$ cat src/rtl/yuv_pkg.sv
// Shared constants for the RGB -> studio-range YCbCr converter:
// coefficient sets, offsets, clip limits and the rounding term.
package yuv_pkg;

  typedef struct packed {
    logic [14:0] yr, yg, yb;
    logic [14:0] cbr, cbg, cbb;
    logic [14:0] crr, crg, crb;
  } coeff_t;

  typedef struct packed {
    logic pe;
    logic hs;
    logic vs;
  } timing_t;

  localparam coeff_t BT709 = '{
    yr: 15'd5983, yg: 15'd20128, yb: 15'd2032,
    cbr: 15'd3298, cbg: 15'd11094, cbb: 15'd14392,
    crr: 15'd14392, crg: 15'd13073, crb: 15'd1319};

  localparam coeff_t BT601 = '{
    yr: 15'd8415, yg: 15'd16520, yb: 15'd3208,
    cbr: 15'd4857, cbg: 15'd9535, cbb: 15'd14392,
    crr: 15'd14392, crg: 15'd12052, crb: 15'd2340};

  localparam int Y_OFS = 16;
  localparam int C_OFS = 128;
  localparam int Y_MIN = 16;
  localparam int Y_MAX = 235;
  localparam int C_MIN = 16;
  localparam int C_MAX = 240;
  localparam int SUM_W = 28;
  localparam logic signed [SUM_W-1:0] ROUND = 28'sd16384;

  // Codes 2..6 are the SMPTE 170M / BT.470 family; everything else is BT.709.
  function automatic coeff_t sel_coeff(input logic [2:0] m);
    return (m >= 3'd2 && m <= 3'd6) ? BT601 : BT709;
  endfunction

endpackage

$ cat src/rtl/rgb2yuv_if.sv
// Pixel bus: RGB and timing in, YCbCr and delayed timing out.
interface rgb2yuv_if;
  logic [7:0] r, g, b;
  logic       pixel_en_in, h_sync_in, v_sync_in;
  logic [7:0] y, u, v;
  logic       pixel_en_out, h_sync_out, v_sync_out;

  modport master (
    output r, g, b, pixel_en_in, h_sync_in, v_sync_in,
    input  y, u, v, pixel_en_out, h_sync_out, v_sync_out
  );

  modport slave (
    input  r, g, b, pixel_en_in, h_sync_in, v_sync_in,
    output y, u, v, pixel_en_out, h_sync_out, v_sync_out
  );
endinterface

$ cat src/rtl/rgb2yuv_clip.sv
// Output stage for one component: drop the 15 fraction bits, add the
// offset, clip to [LO, HI] and register. i_hold freezes the register.
module rgb2yuv_clip #(
  parameter int W   = 28,
  parameter int LO  = 16,
  parameter int HI  = 235,
  parameter int OFS = 16
) (
  input  logic                clk,
  input  logic                rst,
  input  logic                clk_en,
  input  logic                i_hold,
  input  logic signed [W-1:0] i_val,
  output logic [7:0]          o_val
);

  logic signed [W-1:0] w_shift;
  logic signed [W-1:0] w_sum;
  logic [7:0]          w_clip;

  assign w_shift = i_val >>> 15;
  assign w_sum   = w_shift + W'(OFS);

  always_comb begin
    w_clip = w_sum[7:0];
    if (w_sum < W'(LO))      w_clip = 8'(LO);
    else if (w_sum > W'(HI)) w_clip = 8'(HI);
  end

  always_ff @(posedge clk or posedge rst) begin
    if (rst)                    o_val <= '0;
    else if (clk_en && !i_hold) o_val <= w_clip;
  end

endmodule

$ cat src/rtl/rgb2yuv.sv
// Four-stage RGB -> YCbCr converter (input reg, products, sums, clip)
// with matched timing delay and optional cosited 4:2:2 chroma decimation.
module rgb2yuv
  import yuv_pkg::*;
(
  input  logic       clk,
  input  logic       rst,
  input  logic       clk_en,
  input  logic [7:0] matrix_coefficients,
  input  logic       chroma_422,
  rgb2yuv_if.slave   pix
);

  function automatic logic [22:0] mul(input logic [14:0] c, input logic [7:0] x);
    return {8'd0, c} * {15'd0, x};
  endfunction

  function automatic logic signed [SUM_W-1:0] sx(input logic [22:0] p);
    return $signed({5'd0, p});
  endfunction

  logic [2:0]              r_mat;
  logic                    r_c422;
  logic [7:0]              r_r, r_g, r_b;
  logic [8:0][22:0]        r_prod;
  logic signed [SUM_W-1:0] r_sy, r_scb, r_scr;
  timing_t [3:0]           r_tim;
  logic                    r_phase;
  coeff_t                  w_cf;
  logic                    w_hold;
  logic [7:0]              w_y, w_u, w_v;

  assign w_cf = sel_coeff(r_mat);

  // Stage 1: capture pixel together with the matrix it must be converted with.
  always_ff @(posedge clk or posedge rst) begin
    if (rst) begin
      r_mat  <= '0;
      r_c422 <= 1'b0;
      r_r    <= '0;
      r_g    <= '0;
      r_b    <= '0;
    end else if (clk_en) begin
      r_mat  <= (matrix_coefficients > 8'd7) ? 3'd0 : matrix_coefficients[2:0];
      r_c422 <= chroma_422;
      r_r    <= pix.r;
      r_g    <= pix.g;
      r_b    <= pix.b;
    end
  end

  // Stage 2: all nine products.
  always_ff @(posedge clk or posedge rst) begin
    if (rst) r_prod <= '0;
    else if (clk_en) begin
      r_prod[0] <= mul(w_cf.yr,  r_r);
      r_prod[1] <= mul(w_cf.yg,  r_g);
      r_prod[2] <= mul(w_cf.yb,  r_b);
      r_prod[3] <= mul(w_cf.cbr, r_r);
      r_prod[4] <= mul(w_cf.cbg, r_g);
      r_prod[5] <= mul(w_cf.cbb, r_b);
      r_prod[6] <= mul(w_cf.crr, r_r);
      r_prod[7] <= mul(w_cf.crg, r_g);
      r_prod[8] <= mul(w_cf.crb, r_b);
    end
  end

  // Stage 3: signed sums with the rounding term folded in.
  always_ff @(posedge clk or posedge rst) begin
    if (rst) begin
      r_sy  <= '0;
      r_scb <= '0;
      r_scr <= '0;
    end else if (clk_en) begin
      r_sy  <= sx(r_prod[0]) + sx(r_prod[1]) + sx(r_prod[2]) + ROUND;
      r_scb <= sx(r_prod[5]) - sx(r_prod[3]) - sx(r_prod[4]) + ROUND;
      r_scr <= sx(r_prod[6]) - sx(r_prod[7]) - sx(r_prod[8]) + ROUND;
    end
  end

  // Timing delay line; r_tim[2] is the pixel entering the output stage.
  always_ff @(posedge clk or posedge rst) begin
    if (rst) begin
      r_tim   <= '0;
      r_phase <= 1'b0;
    end else if (clk_en) begin
      r_tim[0] <= '{pe: pix.pixel_en_in, hs: pix.h_sync_in, vs: pix.v_sync_in};
      r_tim[3:1] <= r_tim[2:0];
      r_phase  <= r_tim[2].pe ? ~r_phase : 1'b0;
    end
  end

  assign w_hold = r_c422 & r_phase & r_tim[2].pe;

  rgb2yuv_clip #(.W(SUM_W), .LO(Y_MIN), .HI(Y_MAX), .OFS(Y_OFS)) u_clip_y (
    .clk(clk), .rst(rst), .clk_en(clk_en), .i_hold(1'b0), .i_val(r_sy), .o_val(w_y));
  rgb2yuv_clip #(.W(SUM_W), .LO(C_MIN), .HI(C_MAX), .OFS(C_OFS)) u_clip_u (
    .clk(clk), .rst(rst), .clk_en(clk_en), .i_hold(w_hold), .i_val(r_scb), .o_val(w_u));
  rgb2yuv_clip #(.W(SUM_W), .LO(C_MIN), .HI(C_MAX), .OFS(C_OFS)) u_clip_v (
    .clk(clk), .rst(rst), .clk_en(clk_en), .i_hold(w_hold), .i_val(r_scr), .o_val(w_v));

  assign pix.y            = w_y;
  assign pix.u            = w_u;
  assign pix.v            = w_v;
  assign pix.pixel_en_out = r_tim[3].pe;
  assign pix.h_sync_out   = r_tim[3].hs;
  assign pix.v_sync_out   = r_tim[3].vs;

endmodule

$ cat src/flat_wrapper.sv
// flat-port wrapper written by rule: the top's interface ports become plain ports
module rgb2yuv_flat import yuv_pkg::*;
  (clk, rst, clk_en, matrix_coefficients, chroma_422, pix_r, pix_g, pix_b, pix_pixel_en_in, pix_h_sync_in, pix_v_sync_in, pix_y, pix_u, pix_v, pix_pixel_en_out, pix_h_sync_out, pix_v_sync_out);
  rgb2yuv_if pix_i ();
  input  logic clk;
  input  logic rst;
  input  logic clk_en;
  input  logic [7:0] matrix_coefficients;
  input  logic chroma_422;
  input wire logic [$bits(pix_i.r)-1:0] pix_r;
  input wire logic [$bits(pix_i.g)-1:0] pix_g;
  input wire logic [$bits(pix_i.b)-1:0] pix_b;
  input wire logic [$bits(pix_i.pixel_en_in)-1:0] pix_pixel_en_in;
  input wire logic [$bits(pix_i.h_sync_in)-1:0] pix_h_sync_in;
  input wire logic [$bits(pix_i.v_sync_in)-1:0] pix_v_sync_in;
  output wire logic [$bits(pix_i.y)-1:0] pix_y;
  output wire logic [$bits(pix_i.u)-1:0] pix_u;
  output wire logic [$bits(pix_i.v)-1:0] pix_v;
  output wire logic [$bits(pix_i.pixel_en_out)-1:0] pix_pixel_en_out;
  output wire logic [$bits(pix_i.h_sync_out)-1:0] pix_h_sync_out;
  output wire logic [$bits(pix_i.v_sync_out)-1:0] pix_v_sync_out;
  assign pix_i.r = pix_r;
  assign pix_i.g = pix_g;
  assign pix_i.b = pix_b;
  assign pix_i.pixel_en_in = pix_pixel_en_in;
  assign pix_i.h_sync_in = pix_h_sync_in;
  assign pix_i.v_sync_in = pix_v_sync_in;
  assign pix_y = pix_i.y;
  assign pix_u = pix_i.u;
  assign pix_v = pix_i.v;
  assign pix_pixel_en_out = pix_i.pixel_en_out;
  assign pix_h_sync_out = pix_i.h_sync_out;
  assign pix_v_sync_out = pix_i.v_sync_out;
  rgb2yuv u_core (.clk(clk), .rst(rst), .clk_en(clk_en), .matrix_coefficients(matrix_coefficients), .chroma_422(chroma_422), .pix(pix_i));
endmodule
$ cat config.mk
export PLATFORM = sky130hd
export DESIGN_NAME = rgb2yuv_flat
export DESIGN_NICKNAME = d
export VERILOG_FILES = /design/src/rtl/yuv_pkg.sv /design/src/rtl/rgb2yuv_if.sv /design/src/rtl/rgb2yuv_clip.sv /design/src/rtl/rgb2yuv.sv /design/src/flat_wrapper.sv
export SDC_FILE = /design/constraint.sdc
export NUM_CORES = 2
export LEC_CHECK = 0
export CORE_MARGIN = 4
export CORE_UTILIZATION = 36
export DETAILED_ROUTE_END_ITERATION = 10
export GPL_TIMING_DRIVEN = 0
export PLACE_DENSITY_LB_ADDON = 0.1
export RECOVER_POWER = 100
export SLEW_MARGIN = 0
export SYNTH_ARGS = -nofsm -noshare
export SYNTH_HDL_FRONTEND = slang
export SYNTH_SLANG_ARGS = --single-unit
$ cat constraint.sdc
create_clock -name clk -period 10.8 [get_ports clk]
set_input_delay 2.16 -clock clk [delete_from_list [all_inputs] [get_ports clk]]
set_output_delay 2.16 -clock clk [all_outputs]
set_load 0.005 [all_outputs]
* Word level (Yosys, flattened, before mapping)
Cells that the tools add are included.
W data, S select, Z words.
** Storage, ports and cells
- Register bits :: 356
- Latch bits :: 0
- Memory bits (writable) :: 0
- Bits in read-only memories :: 0
- Input bits :: 39
- Output and inout port bits :: 27
- Word-level logic and storage cells :: 78
- Memories :: 0
** Operators by class
- Add/sub/neg operators :: 12
- $mul :: 9
- Div/mod/pow operators :: 0
- Order comparisons :: 9
- Equality and inequality tests :: 0
- Shift operators :: 0
- Mux-type cells :: 9
- Bitwise logic cells :: 3
- Reduce and logical (&&, ||, !) cells :: 3
** Operators by type and width (count)
- $mul A15 B8 Y23 :: 9
- $mux W134 :: 1
- $add A28 B16 Y28 const B :: 3
- $sub A28 B24 Y28 :: 2
- $mux W8 :: 6
- $sub A23 B23 Y24 :: 2
- $gt A14 B9 Y1 const B :: 3
- $lt A14 B6 Y1 const B :: 3
- $add A13 B9 Y14 const B :: 2
- $add A28 B24 Y28 :: 1
- $add A23 B23 Y24 :: 1
- $add A13 B6 Y14 const B :: 1
- $gt A8 B3 Y1 const B :: 1
- $ge A3 B2 Y1 const B :: 1
- $le A3 B3 Y1 const B :: 1
- $mux W3 :: 1
- $and A1 B1 Y1 :: 2
- $logic_and A1 B1 Y1 :: 2
- $logic_not A1 Y1 :: 1
- $mux W1 :: 1
- $not A1 Y1 :: 1

* Logic depth before layout (Yosys ltp)
- Depth after elaboration :: 4
- Depth in mapped cells :: 23
- Mapped depth without buffers :: 21

* Hierarchy
From an unflattened synthesis, not the netlist that was laid out.
** Second synthesis, totals
- Cell total of the unflattened synthesis :: 3918
- Area total of the unflattened synthesis :: 37115.6 um2
** Modules (own cells, without submodules)
- rgb2yuv :: instances 1, cells each 3697, area an instance 35322.6 um2, sequential area each 7657.3 um2
- rgb2yuv_clip at u_core.u_clip_u ... :: instances 2, cells each 68, area an instance 540.5 um2, sequential area each 200.2 um2
- rgb2yuv_clip at u_core.u_clip_y :: instances 1, cells each 85, area an instance 711.9 um2, sequential area each 200.2 um2

* Worst setup path before layout
Ideal clock, no wire load.
- Kind :: register -> register
- Start point :: register u_core.r_mat[2]
- End point :: register u_core.r_prod[110] in the netlist's numbering
- Setup time :: 0.126 ns
- Arrival time :: 5.215 ns
- Required time :: 10.674 ns
- Slack :: 5.459 ns
- Stages on the path, launching flop included :: 21
- Path buffers :: 2
- Clock period less this slack :: 5.341 ns
- Cell sequence :: dfrtp_1 nand3_1 o21a_1 clkbuf_1 clkbuf_1 nand2_1 fa_1 fa_1 inv_1 fa_1 inv_1 fa_1 inv_1 ha_1 a211o_1 a2111oi_4 nor3b_2 o41ai_4 and2b_1 nor4_1 a311o_1
** On the way
- Word-level cells in the longest chain between the ends :: 4
- Elaborated cells between the ends (all ways) :: 5
- Classes of those cells :: 1 x mul; 2 x order compare; 1 x mux; 1 x reduce/logical
** RTL lines
- from (decl) :: line rgb2yuv.sv:22 : logic [2:0] r_mat;
- from (signal assigned) :: line rgb2yuv.sv:44 : r_mat <= (matrix_coefficients > 8'd7) ? 3'd0 : matrix_coefficients[2:0];
- $ge A3 B2 Y1 / $le A3 B3 Y1 (equally long branches) :: line yuv_pkg.sv:38 : return (m >= 3'd2 && m <= 3'd6) ? BT601 : BT709;
- $logic_and A1 B1 Y1 * :: line yuv_pkg.sv:38
- $mux W134 * :: line yuv_pkg.sv:38
- $mul A15 B8 Y23 * :: line rgb2yuv.sv:15 : return {8'd0, c} * {15'd0, x};
- to (decl) :: line rgb2yuv.sv:25 : logic [8:0][22:0] r_prod;
Mark *: on every way between the ends. The rest lies on a longest branch, timed or not.
A chain may end at the register's enable or synchronous reset.

* Worst setup path after layout
- Start point :: register u_core.r_mat[1]
- End point :: register u_core.r_prod[112] in the netlist's numbering
The elaborated chain is that of the path after synthesis.

==> results_dict.tcl <==
set metrics [dict create \
    wl_per_cell_um 20.59 \
    clock_sinks 290 \
    synth_adder_area_share_pct 38.51 \
    root_buffer "clkbuf_16" \
    num_vias 25646 \
    fp.dieW_um 317.1 \
    drive_above_1_share_pct 5.488 \
    yosys.area.top_type "ha_1" \
    drt_iter0_drc 1366 \
    critical_path_cell_count 20 \
    crit_required_ps 11220 \
    route.detailed.drc 0 \
    max_stage_delay_ps 1540 \
    period_share_pct 78.44 \
    worst_pin_slew_ps 3597 \
    io_pins 66 \
    cp_slowest_cell "o21ai_0" \
    r2r_start "u_core.r_mat[1]" \
    worst_r2r_path_depth 20 \
    crit_path_frequent_cell "inv_1" \
    grt_setup_unrepaired "no" \
    relSlewSlack_pct -141.1 \
    setup_violations 0 \
    dpl.hpwl_um 84950 \
    synthToLayoutAreaGrowth_pct 11.11 \
    vias_per_cell 4.999 \
    holdCritPathClass "flop to flop" \
    synthXorXnorAreaFrac_pct 4.992 \
    min_path_cells 2 \
    hold_ws_ps 471.9 \
    cap_violations 7 \
    synth_top_family_by_area "adder cells" \
    ys_warn_count 0 \
    portBuffers 65 \
    rows 113 \
    critPathTopFamily "compound AO/OA/AOI/OAI gates" \
    syn_area_um2 34390 \
    synthMuxAreaShare_pct 3.991 \
    overflow 0 \
    violations "max-capacitance violations, max-slew violations" \
    yosys.area_share.simple_pct 8.790 \
    drt-total-wl_um 105600 \
    yosysMostFrequentCell "inv_1" \
    synth-async-reset-ratio_pct 100.0 \
    detail-route-antenna-nets 0 \
    yosysTopAreaCellShare_pct 22.85 \
    finalCriticalPeriod_ps 8471 \
    clock.fmax_ghz 0.1180 \
    clock_latency_ps 630 \
    start_kind "flop" \
    fin_worst_skew_ps 37.38 \
    post_cts_resized 0 \
    synth_cells 3683 \
    die_y_um 317.1 \
    grtUsageTotal_pct 21.52 \
    die_area_um2 100500 \
    critical_path_arrival_ps 8890 \
    ys_ff_latch 290 \
    cts_setup_buffers 0 \
    setup_tns_ps 0 \
    final_nets 4767 \
    synthDistinctLibCells 92 \
    ctsHoldBuffers 0 \
    cts_max_path_buffers 3 \
    core-area_um2 94870 \
    end_kind "flop" \
    synth_flop_cell "dfrtp_1" \
    hold_violations 0 \
    path_clk_slew_ps 70 \
    worstSetupPathType "flop to flop" \
    htree_levels 2 \
    antenna_found_initial 9 \
    path_max_fanout 10 \
    ys_top_cells_by_area "ha_1 (23%), dfrtp_1 (21%), fa_1 (16%)" \
    drtPass1Iterations 5 \
    critPathLaunch "u_core.r_mat[1]" \
    fillers 9704 \
    hold_start "u_core.u_clip_v.o_val[5]" \
    cts_tree "yes" \
    timing.critical_path.buf_inv 6 \
    seq_area_frac_synth_pct 21.10 \
    synth_compound_area_share_pct 14.13 \
    grt_pass1_wl_um 162300 \
    start_util_pct 36.25 \
    slew_viol_final 235 \
    cts_buffers 42 \
    crit_chain "o21ai_0, clkbuf_1, nand2_1, inv_1, ha_1, inv_1, fa_1, inv_1, fa_1, inv_1, fa_1, inv_1, ha_1, a211o_1, a2111oi_0, nor3b_1, o41ai_1, o21ai_0, xnor2_1, mux2i_1" \
    status "finished with violations" \
    gp_congestion 0.8623 \
    synthTopCellsByCount "inv_1 (700), ha_1 (628), dfrtp_1 (290)" \
    grt_pass1_vias 26165 \
    synth_edf_count 0 \
    synth.avg_cell_area_um2 9.338 \
    grt_max_degree 110 \
]
## layer usage
layer	global-route usage [%]	vias up	part of all wire (%)
met5	0	-	0
met4	7.591	0	3.8
met3	2.737	142	4.3
met2	34.72	464	45
met1	29.76	12398	47
li1	-	12642	-
## worst register-to-register path: cells and delay by family, from the launching register on
| family | cells | cell delay (ps) |
|---|---|---|
| AOI/OAI and AO/OA | 5 | 3220 |
| muxes | 1 | 90 |
| xor gates and xnor gates | 1 | 200 |
| DFF | 1 | 410 |
| and+or+nand+nor | 2 | 640 |
| buffers and inverters | 6 | 1620 |
| adders and majority gates | 5 | 2110 |
## logic make-up (layout without fill, tap and decap cells)
kind of cell | after synthesis | in the layout
compound gates | 751 | 751
xor+xnor | 196 | 196
fa+ha+maj | 897 | 897
buf+inv | 772 | 916
flops | 290 | 290
mux | 124 | 124
other cells | 2 | 40
simple gates | 651 | 651
## metrics by stage
step                instances  setup slack [ps]  util (%)  area (µm²)
floorplan                3719             634.3         -       34530
global placement         5049             -4461     38.75       36760
detailed placement       5052              2934     38.84       36850
CTS                      5128              2847     40.40       38330
global route             5128              1954     40.27       38210
finish                   5130              2329     40.28       38210
## placed cells by master, fill, tap and decap left out, drive strengths merged, types with 17 or more instances in the layout
cell type and count:
nor2b 20, inv 701, dfrtp 290, a31oi 25
a21oi 202, xnor2 140, clkdlybuf4s50 36, nand3 37
xor2 56, mux2i 19, o21a 48, mux2 105
a211oi 17, conb 38, nor2 151, o21ai 206
dlygate4sd3 29, nand4 20, a21o 81, o21bai 28
ha 628, fa 269, nand2 257, clkbuf 129
nand2b 27, nor3 55
## final timing paths
kind                       slack (ps)                       end
max in group asynchronous        3670           u_core.r_sy[17]
max reg2reg                      2330        u_core.r_prod[112]
min                               470  u_core.u_clip_v.o_val[5]
min in group asynchronous        3030  u_core.u_clip_v.o_val[7]
min reg2reg                       470  u_core.u_clip_v.o_val[5]
max                              2330        u_core.r_prod[112]
## flip-flops by register name, indices dropped and copies added, names as in the netlist, 3 cells and up
name	flops
u_core.r_b	8
u_core.r_g	8
u_core.r_mat	3
u_core.r_prod	189
u_core.r_r	8
u_core.r_scb	13
u_core.r_scr	13
u_core.r_sy	10
u_core.r_tim	9
u_core.u_clip_u.o_val	8
u_core.u_clip_v.o_val	8
u_core.u_clip_y.o_val	8
## layout make-up
cell class	instances	area, µm²	share of cell area [%]
Multi-Input combinational cell	2657	24280	63.54
Sequential cell	290	7257	18.99
Inverter	701	2633	6.889
Tap cell	1265	1583	4.142
Clock buffer	60	1239	3.242
Timing Repair Buffer	68	698.2	1.827
Buffer	71	276.5	0.7236
Clock inverter	16	242.7	0.6352
Antenna cell	2	5.005	0.01310
Power is not shown: default switching activity piles up to over one toggle a cycle in this logic, so the estimate is an artifact.
